==> config.mk <==
export PLATFORM = sky130hd
export DESIGN_NAME = regfile_wb_arbiter
export DESIGN_NICKNAME = d
export VERILOG_FILES = /design/src/rtl/regfile_wb_arbiter.sv
export SDC_FILE = /design/constraint.sdc
export NUM_CORES = 1
export LEC_CHECK = 0
export CORE_ASPECT_RATIO = 0.8
export CORE_MARGIN = 3
export CORE_UTILIZATION = 40
export DETAILED_ROUTE_END_ITERATION = 10
export SKIP_CTS_REPAIR_TIMING = 1
export SLEW_MARGIN = 20
export SYNTH_ARGS = -nofsm -noshare
export SYNTH_HDL_FRONTEND = slang
export SYNTH_SLANG_ARGS = --single-unit
==> constraint.sdc <==
create_clock -name clk -period 2.82 [get_ports clk]
set_input_delay 0.282 -clock clk [delete_from_list [all_inputs] [get_ports clk]]
set_output_delay 0.282 -clock clk [all_outputs]
set_load 0.1 [all_outputs]
==> src/rtl/regfile_wb_arbiter.sv <==
// Write-back arbiter for the register file: merges single-cycle ALU results with
// a small FIFO of backpressured load results. It also tracks per-register busy bits for in-flight loads.
module regfile_wb_arbiter #(
    parameter int XLEN  = 32,
    parameter int DEPTH = 4
) (
    input  logic            clk,
    input  logic            reset,
    input  logic            alu_valid_pi,
    input  logic [4:0]      alu_rd_pi,
    input  logic [XLEN-1:0] alu_data_pi,
    input  logic            mem_valid_pi,
    output logic            mem_ready_po,
    input  logic [4:0]      mem_rd_pi,
    input  logic [XLEN-1:0] mem_data_pi,
    input  logic            issue_valid_pi,
    input  logic [4:0]      issue_rd_pi,
    output logic            we_po,
    output logic [4:0]      destReg_po,
    output logic [XLEN-1:0] writeData_po,
    output logic [31:0]     busy_po,
    output logic            waw_err_po
);

    localparam int          AW         = (DEPTH > 1) ? $clog2(DEPTH) : 1;
    localparam logic [AW:0] FULL_COUNT = (AW+1)'(DEPTH);

    logic [4:0]      rd_mem   [DEPTH];
    logic [XLEN-1:0] data_mem [DEPTH];
    logic [AW-1:0]   wr_ptr;
    logic [AW-1:0]   rd_ptr;
    logic [AW:0]     count;
    logic [31:0]     busy_q;

    logic            push;
    logic            pop;
    logic            alu_fire;
    logic [4:0]      head_rd;
    logic [XLEN-1:0] head_data;
    logic [31:0]     busy_next;

    // Ready comes from the registered count only, so a pop never raises it in the same cycle.
    assign mem_ready_po = (count < FULL_COUNT);
    assign busy_po      = busy_q;

    // NOTE: every signal assigned in always_comb gets a default first so no latch is inferred.
    always_comb begin
        alu_fire  = alu_valid_pi && (alu_rd_pi != 5'd0);
        push      = mem_valid_pi && mem_ready_po;
        pop       = !alu_fire && (count != '0);
        head_rd   = rd_mem[rd_ptr];
        head_data = data_mem[rd_ptr];

        busy_next = busy_q;
        if (pop && (head_rd != 5'd0)) begin
            busy_next[head_rd] = 1'b0;
        end
        // A set applied after the clear lets an issue win over a same-edge retire.
        if (issue_valid_pi && (issue_rd_pi != 5'd0)) begin
            busy_next[issue_rd_pi] = 1'b1;
        end
        busy_next[0] = 1'b0;
    end

    // NOTE: the FIFO storage has no reset; count and pointers define which entries are live.
    always_ff @(posedge clk) begin
        if (push) begin
            rd_mem[wr_ptr]   <= mem_rd_pi;
            data_mem[wr_ptr] <= mem_data_pi;
        end
    end

    // NOTE: sequential state uses non-blocking assignments so every register samples pre-edge values.
    always_ff @(posedge clk or negedge reset) begin
        if (!reset) begin
            wr_ptr <= '0;
            rd_ptr <= '0;
            count  <= '0;
        end else begin
            if (push) begin
                wr_ptr <= wr_ptr + 1'b1;
            end
            if (pop) begin
                rd_ptr <= rd_ptr + 1'b1;
            end
            case ({push, pop})
                2'b10:   count <= count + 1'b1;
                2'b01:   count <= count - 1'b1;
                default: count <= count;
            endcase
        end
    end

    always_ff @(posedge clk or negedge reset) begin
        if (!reset) begin
            we_po        <= 1'b0;
            destReg_po   <= 5'd0;
            writeData_po <= '0;
            busy_q       <= '0;
            waw_err_po   <= 1'b0;
        end else begin
            busy_q <= busy_next;
            if (alu_fire) begin
                we_po        <= 1'b1;
                destReg_po   <= alu_rd_pi;
                writeData_po <= alu_data_pi;
                if (busy_q[alu_rd_pi]) begin
                    waw_err_po <= 1'b1;
                end
            end else if (pop) begin
                // A load aimed at x0 is drained without a write; address and data hold.
                we_po <= (head_rd != 5'd0);
                if (head_rd != 5'd0) begin
                    destReg_po   <= head_rd;
                    writeData_po <= head_data;
                end
            end else begin
                we_po <= 1'b0;
            end
        end
    end

    assert property (@(posedge clk) disable iff (!reset) count <= FULL_COUNT);
    assert property (@(posedge clk) disable iff (!reset) busy_po[0] == 1'b0);

endmodule

==> results of run 1 <==
==> cell type report <==
cell class,count,share of cell area
clock buffer,31,0.05468
clock inverter,13,0.007932
inverter,11,0.003490
multi-input combinational,328,0.2213
sequential,225,0.5388
tap,300,0.03173
timing repair buffer,188,0.1421
==> power groups by stage <==
stage               clock [mW]  combinational (mW)  sequential (mW)
global route              3.14                7.66             4.97
CTS                       3.01                7.35             4.88
detailed placement           0                7.32             4.93
global placement             0                7.27             4.88
finish                    2.95                7.29             4.88
floorplan                    0                2.34             8.00
==> per-stage QoR <==
stage | cell area (sq um) | std cells | hold WS (ns) | setup WS (ns)
floorplan | 9180 | 593 | -0.01359 | 0.5816
global placement | 11080 | 1051 | 0.3462 | 0.1482
detailed placement | 11080 | 1051 | 0.3517 | 0.08289
CTS | 11820 | 1095 | -0.1977 | 0.2503
global route | 11830 | 1096 | 0.3480 | 0.1601
finish | 11830 | 1096 | 0.3457 | 0.2939
==> flip-flops by register name, summed over array words and instances (netlist names) <==
name and cells:
writeData_po 32, we_po 1, rd_mem 20, wr_ptr 2
waw_err_po 1, destReg_po 5, rd_ptr 2, count 3
busy_po 31, data_mem 128
==> per-layer routing <==
layer	up-vias	GRT usage	routed length (um)
met5	-	0	11
met4	2	0.04112	478
met3	49	0.04013	1550
met2	226	0.3026	10410
met1	2983	0.2616	10400
li1	2623	-	-
==> worst max-delay path, cell delays in order, from the launching register on <==
cell and delay [ns]:
dfrtp_2 0.49, mux4_2 0.54, or3_4 0.45, o21a_2 0.42
buf_4 0.25, a21oi_1 0.14, a21oi_1 0.08
==> path summary, 6_finish.rpt <==
kind / start / to / slack, ns / cells after the start
setup / recovery: rd_ptr[0] / writeData_po[10] / 0.29 / 6
hold / removal: alu_data_pi[0] / writeData_po[0] / 0.35 / 3
setup reg to reg: rd_ptr[0] / writeData_po[10] / 0.29 / 6
hold reg to reg: count[0] / count[0] / 0.50 / 1
max in group asynchronous: reset / writeData_po[10] / 1.75 / 3
min in group asynchronous: reset / busy_po[24] / 0.36 / 2
==> cell families (layout without fill, tap and decap cells) <==
kind of cell    after synthesis  in the layout  share of synthesized area
fa+ha+maj                     6              6                   0.008996
buf+inv                      40            243                    0.02317
compound gates              142            142                    0.09118
flops                       225            225                     0.6940
other cells                   1              1                  0.0004085
mux                          47             47                     0.1112
xor+xnor                      6              6                   0.005724
simple gates                126            126                    0.06529
==> cells in the final DEF, fill, tap and decap left out, drive strengths merged, types with 3 or more instances in the layout <==
cell,n
inv,11
nand2,45
nand3,6
xnor2,4
nand3b,8
clkinv,12
mux4,44
edfxtp,148
nor2,46
o21ai,59
mux2i,3
a221oi,3
nand2b,3
clkbuf,31
dfrtp,77
nor2b,3
a21oi,67
buf,105
a22o,3
ha,5
clkdlybuf4s50,82
and2,4
==> results.yml, run 1 <==
floorplanning:
  die_h_um: 141.5
  core_sq_mm: 0.02204
  placementRows: 48
  die_w_um: 175.4
  ios: 156
  die_area_sq_mm: 0.02482
  initial_utilization: 0.4165
logic_synthesis:
  synth.net_count: 683
  synth-edff-count: 148
  syn_avg_cell_area_sq_um: 15.48
  ys_top_cells_by_area: "edfxtp_1 (48%), dfrtp_1 (21%), mux4_2 (11%), o21ai_0 (3.1%), a21oi_1 (2.7%)"
  synth_common_cells: "edfxtp_1 (148), dfrtp_1 (77), o21ai_0 (56)"
  ys_types: 49
  syn_area_sq_mm: 0.009180
  synth_seq_cells: 225
  synth-main-ff-cell: "edfxtp_1"
  ys_seq_area_frac: 0.6940
  synth_top_area_cell: "edfxtp_1"
  synth_cells: 593
  synth_most_common_cell: "edfxtp_1"
  synth-async-reset-ratio: 0.3422
  synth_top_area_share: 0.4841
  ys_warn_count: 0
place:
  portBuffers: 154
  gp_congestion: 0.8383
  dp_hpwl_um: 15260
power_and_ir_drop:
  peakVddDrop_mv: 0.7098
  pwr-share-seq: 0.323
  p_sw_mw: 7.030
  power.internal_mw: 8.083
  sw_frac_of_total: 0.4651
  total_power_mw: 15.11
  power.density_mw_per_mm2: 1278
  pwr-share-comb: 0.482
  power_leakage_nw: 4.300
  p_clk_frac: 0.195
global_route:
  grt_pass1_wl_um: 36110
  antenna_found_initial: 1
  grt_use_total: 0.1863
  grt_overflow: 0
  grt_max_degree: 50
  grt_pass1_vias: 6433
timing:
  finalSetupViolCount: 0
  final-hold-violation-count: 0
  final.setup_skew_ns: 0.01277
  rsz0062_at_grt: "false"
  maxSlewViolCount: 0
  fin_crit_ns: 2.526
  fin_crit_sh: 0.8958
  max_freq_mhz: 395.9
  finalSetupTns_ns: 0
  worst_pin_slew_ns: 0.6482
  maxSlewHeadroom: 0.5679
clock_tree:
  cts_made_buffers: 24
  clockBufferDepth: 3
  cts.clk_slew.worst_paths_ns: 0.06
  cts_root_buffer: "clkbuf_16"
  numClockSinks: 225
  clk_latency_ns: 0.51
  cts_max_level: 1
  tritoncts: "done"
final_layout:
  fin_util: 0.5367
  multi_input_area_sq_mm: 0.002618
  regArea_sq_mm: 0.006374
  final_nets: 868
  num-fill-cells: 1844
  drive_gt1_frac: 0.2802
  diodes: 0
  areaGrowthSynthToFinish_pct: 28.87
critical_path:
  path_class: "flip-flop to flip-flop"
  crit_arrival_ns: 2.92
  cp_max_fo: 21
  crit_path_start_kind: "flip-flop"
  worst_setup_path_end_kind: "flip-flop"
  critPathRequiredTime_ns: 3.21
min_path:
  hp-class: "input port to flip-flop"
routing:
  routed_via_density: 5.368
  ant_nets: 0
  dr.pass1.iters: 4
  wl_per_cell_um: 20.85
  drc: 0
  wirelength_um: 22850
  drt_iter0_drc: 405
  vias: 5883
job:
  cap_violations: 0
run_status:
  run_status: "finished, final reports clean"
Power figures use the tool's default switching activity.
==> run 2, diff against run 1 <==
CAP_MARGIN = 0   (was default)
CORE_MARGIN = default   (was 3)
==> run 2 against run 1 <==
Maximum frequency grew 3.7%. Utilization shrank 1.0 points. Clock power grew 3%. Largest power group unchanged. Combinational power shrank 0.5%. Highest routed layer unchanged. Clock skew grew 0.011 ns. Register-to-register slack gained 0.09 ns. Sequential share of layout area shrank 0.051 points. Global-route usage grew 0.40 points. Final cell count is the same. Largest cell class unchanged. Sequential power is essentially flat. Hold slack lost 0.013 ns.
==> results.yml, run 2 (same netlist as run 1, synthesis figures left out) <==
run_status:
  run_status: "finished, final reports clean"
global_route:
  grt_use_total: 0.1903
  antenna_found_initial: 2
  grt_pass1_wl_um: 33580
  grt_max_degree: 78
  grt_pass1_vias: 5889
  grt_overflow: 0
critical_path:
  critPathRequiredTime_ns: 3.22
  timing.rr.start: "rd_ptr[0]"
  rr_worst_depth: 6
  path_class: "flip-flop to flip-flop"
  cp_max_fo: 12
  crit_arrival_ns: 2.84
  r2r_slack_ns: 0.38
  worst_setup_path_end_kind: "flip-flop"
  r2r_end: "writeData_po[16]"
  crit_path_start_kind: "flip-flop"
clock_tree:
  clockBufferDepth: 3
  cts_root_buffer: "clkbuf_16"
  cts.clk_slew.worst_paths_ns: 0.06
  cts_max_level: 1
  clk_latency_ns: 0.52
  numClockSinks: 225
  tritoncts: "done"
  cts_made_buffers: 24
routing:
  wl_per_cell_um: 20.03
  drc: 0
  ant_nets: 0
  dr.pass1.iters: 5
  drt_iter0_drc: 391
  wirelength_um: 21960
  routed_via_density: 5.265
  vias: 5770
final_layout:
  areaGrowthSynthToFinish_pct: 28.99
  final_cell_area_sq_mm: 0.01184
  drive_gt1_frac: 0.2788
  fin_util: 0.5263
  largest_register: "data_mem"
  largest_reg_flops: 128
  final_common_cell: "edfxtp_1"
  layout_common_cells: "edfxtp_1 (148), buf_4 (91), clkdlybuf4s50_1 (82)"
  final_nets: 861
min_path:
  whs_endpoint: "writeData_po[21]"
  hold_depth: 3
  worstHoldStart: "alu_data_pi[21]"
  hp-class: "input port to flip-flop"
place:
  place_area_sq_mm: 0.01105
  dp_hpwl_um: 14400
  gp_congestion: 0.8166
  portBuffers: 154
timing:
  maxSlewViolCount: 0
  fin_crit_sh: 0.8640
  rsz0062_at_grt: "false"
  final.setup_skew_ns: 0.02349
  whs_ns: 0.3325
  finalSetupViolCount: 0
  finalSetupTns_ns: 0
  worst_pin_slew_ns: 0.7553
  final-hold-violation-count: 0
  maxSlewHeadroom: 0.4965
  max_freq_mhz: 410.4
  fin_crit_ns: 2.437
power_and_ir_drop:
  power.density_mw_per_mm2: 1278
  power_leakage_nw: 4.292
  total_power_mw: 15.13
  peakVddDrop_mv: 0.7251
floorplanning:
  die_w_um: 171.4
  placementRows: 49
  ios: 156
  die_area_sq_mm: 0.02356
  initial_utilization: 0.4080
  die_h_um: 137.5
  core_sq_mm: 0.02250
job:
  cap_violations: 0
-- run 2: cell type report --
type	count	area, sq um
diodes	1	2.502
well taps	306	382.9
fillers	1873	10660
clock buffers	37	730.7
flip-flops and latches	225	6374
repair buffers	181	1645
inverters	11	41.29
clock inverters	7	47.55
multi-input cells	328	2618
-- run 2: worst max-delay path by stage --
stage                     slack, ns    startpoint          endpoint  cells after the start
after floorplan                0.58     rd_ptr[0]  writeData_po[23]                      7
after global placement         0.15  alu_rd_pi[1]          count[2]                     10
after detailed placement       0.12  alu_rd_pi[1]        busy_po[7]                      7
after CTS                      0.34     rd_ptr[0]  writeData_po[20]                      6
after global routing           0.24     rd_ptr[0]  writeData_po[20]                      6
final                          0.38     rd_ptr[0]  writeData_po[16]                      6
-- run 2: per-stage QoR --
step | instances | worst slack (ns)
after floorplan | 593 | 0.5816
after global placement | 1050 | 0.1492
after detailed placement | 1050 | 0.1165
after CTS | 1094 | 0.3445
after global routing | 1095 | 0.2368
final | 1096 | 0.3835
-- run 2: critical path, stage by stage (launching register included) --
cell and delay, ns:
dfrtp_2 0.49, mux4_2 0.54, or3_4 0.45, o21a_2 0.33
buf_4 0.23, a21oi_1 0.19, a21oi_1 0.09
-- run 2: per-layer routing --
| metal | global-route usage | share of wire | vias up |
|---|---|---|---|
| li1 | - | - | 2614 |
| met1 | 0.2632 | 0.45 | 2915 |
| met2 | 0.3028 | 0.46 | 211 |
| met3 | 0.04884 | 0.076 | 28 |
| met4 | 0.04415 | 0.014 | 2 |
| met5 | 0 | 0.00064 | - |
-- run 2: power breakdown --
| part | switching (mW) | internal, mW | total [mW] | leakage, nW |
|---|---|---|---|---|
| registers | 0.503 | 4.35 | 4.85 | 2.24 |
| clock network | 1.25 | 1.78 | 3.03 | 0.383 |
| logic | 5.24 | 2.01 | 7.25 | 1.67 |
| total | 6.98 | 8.14 | 15.1 | 4.29 |
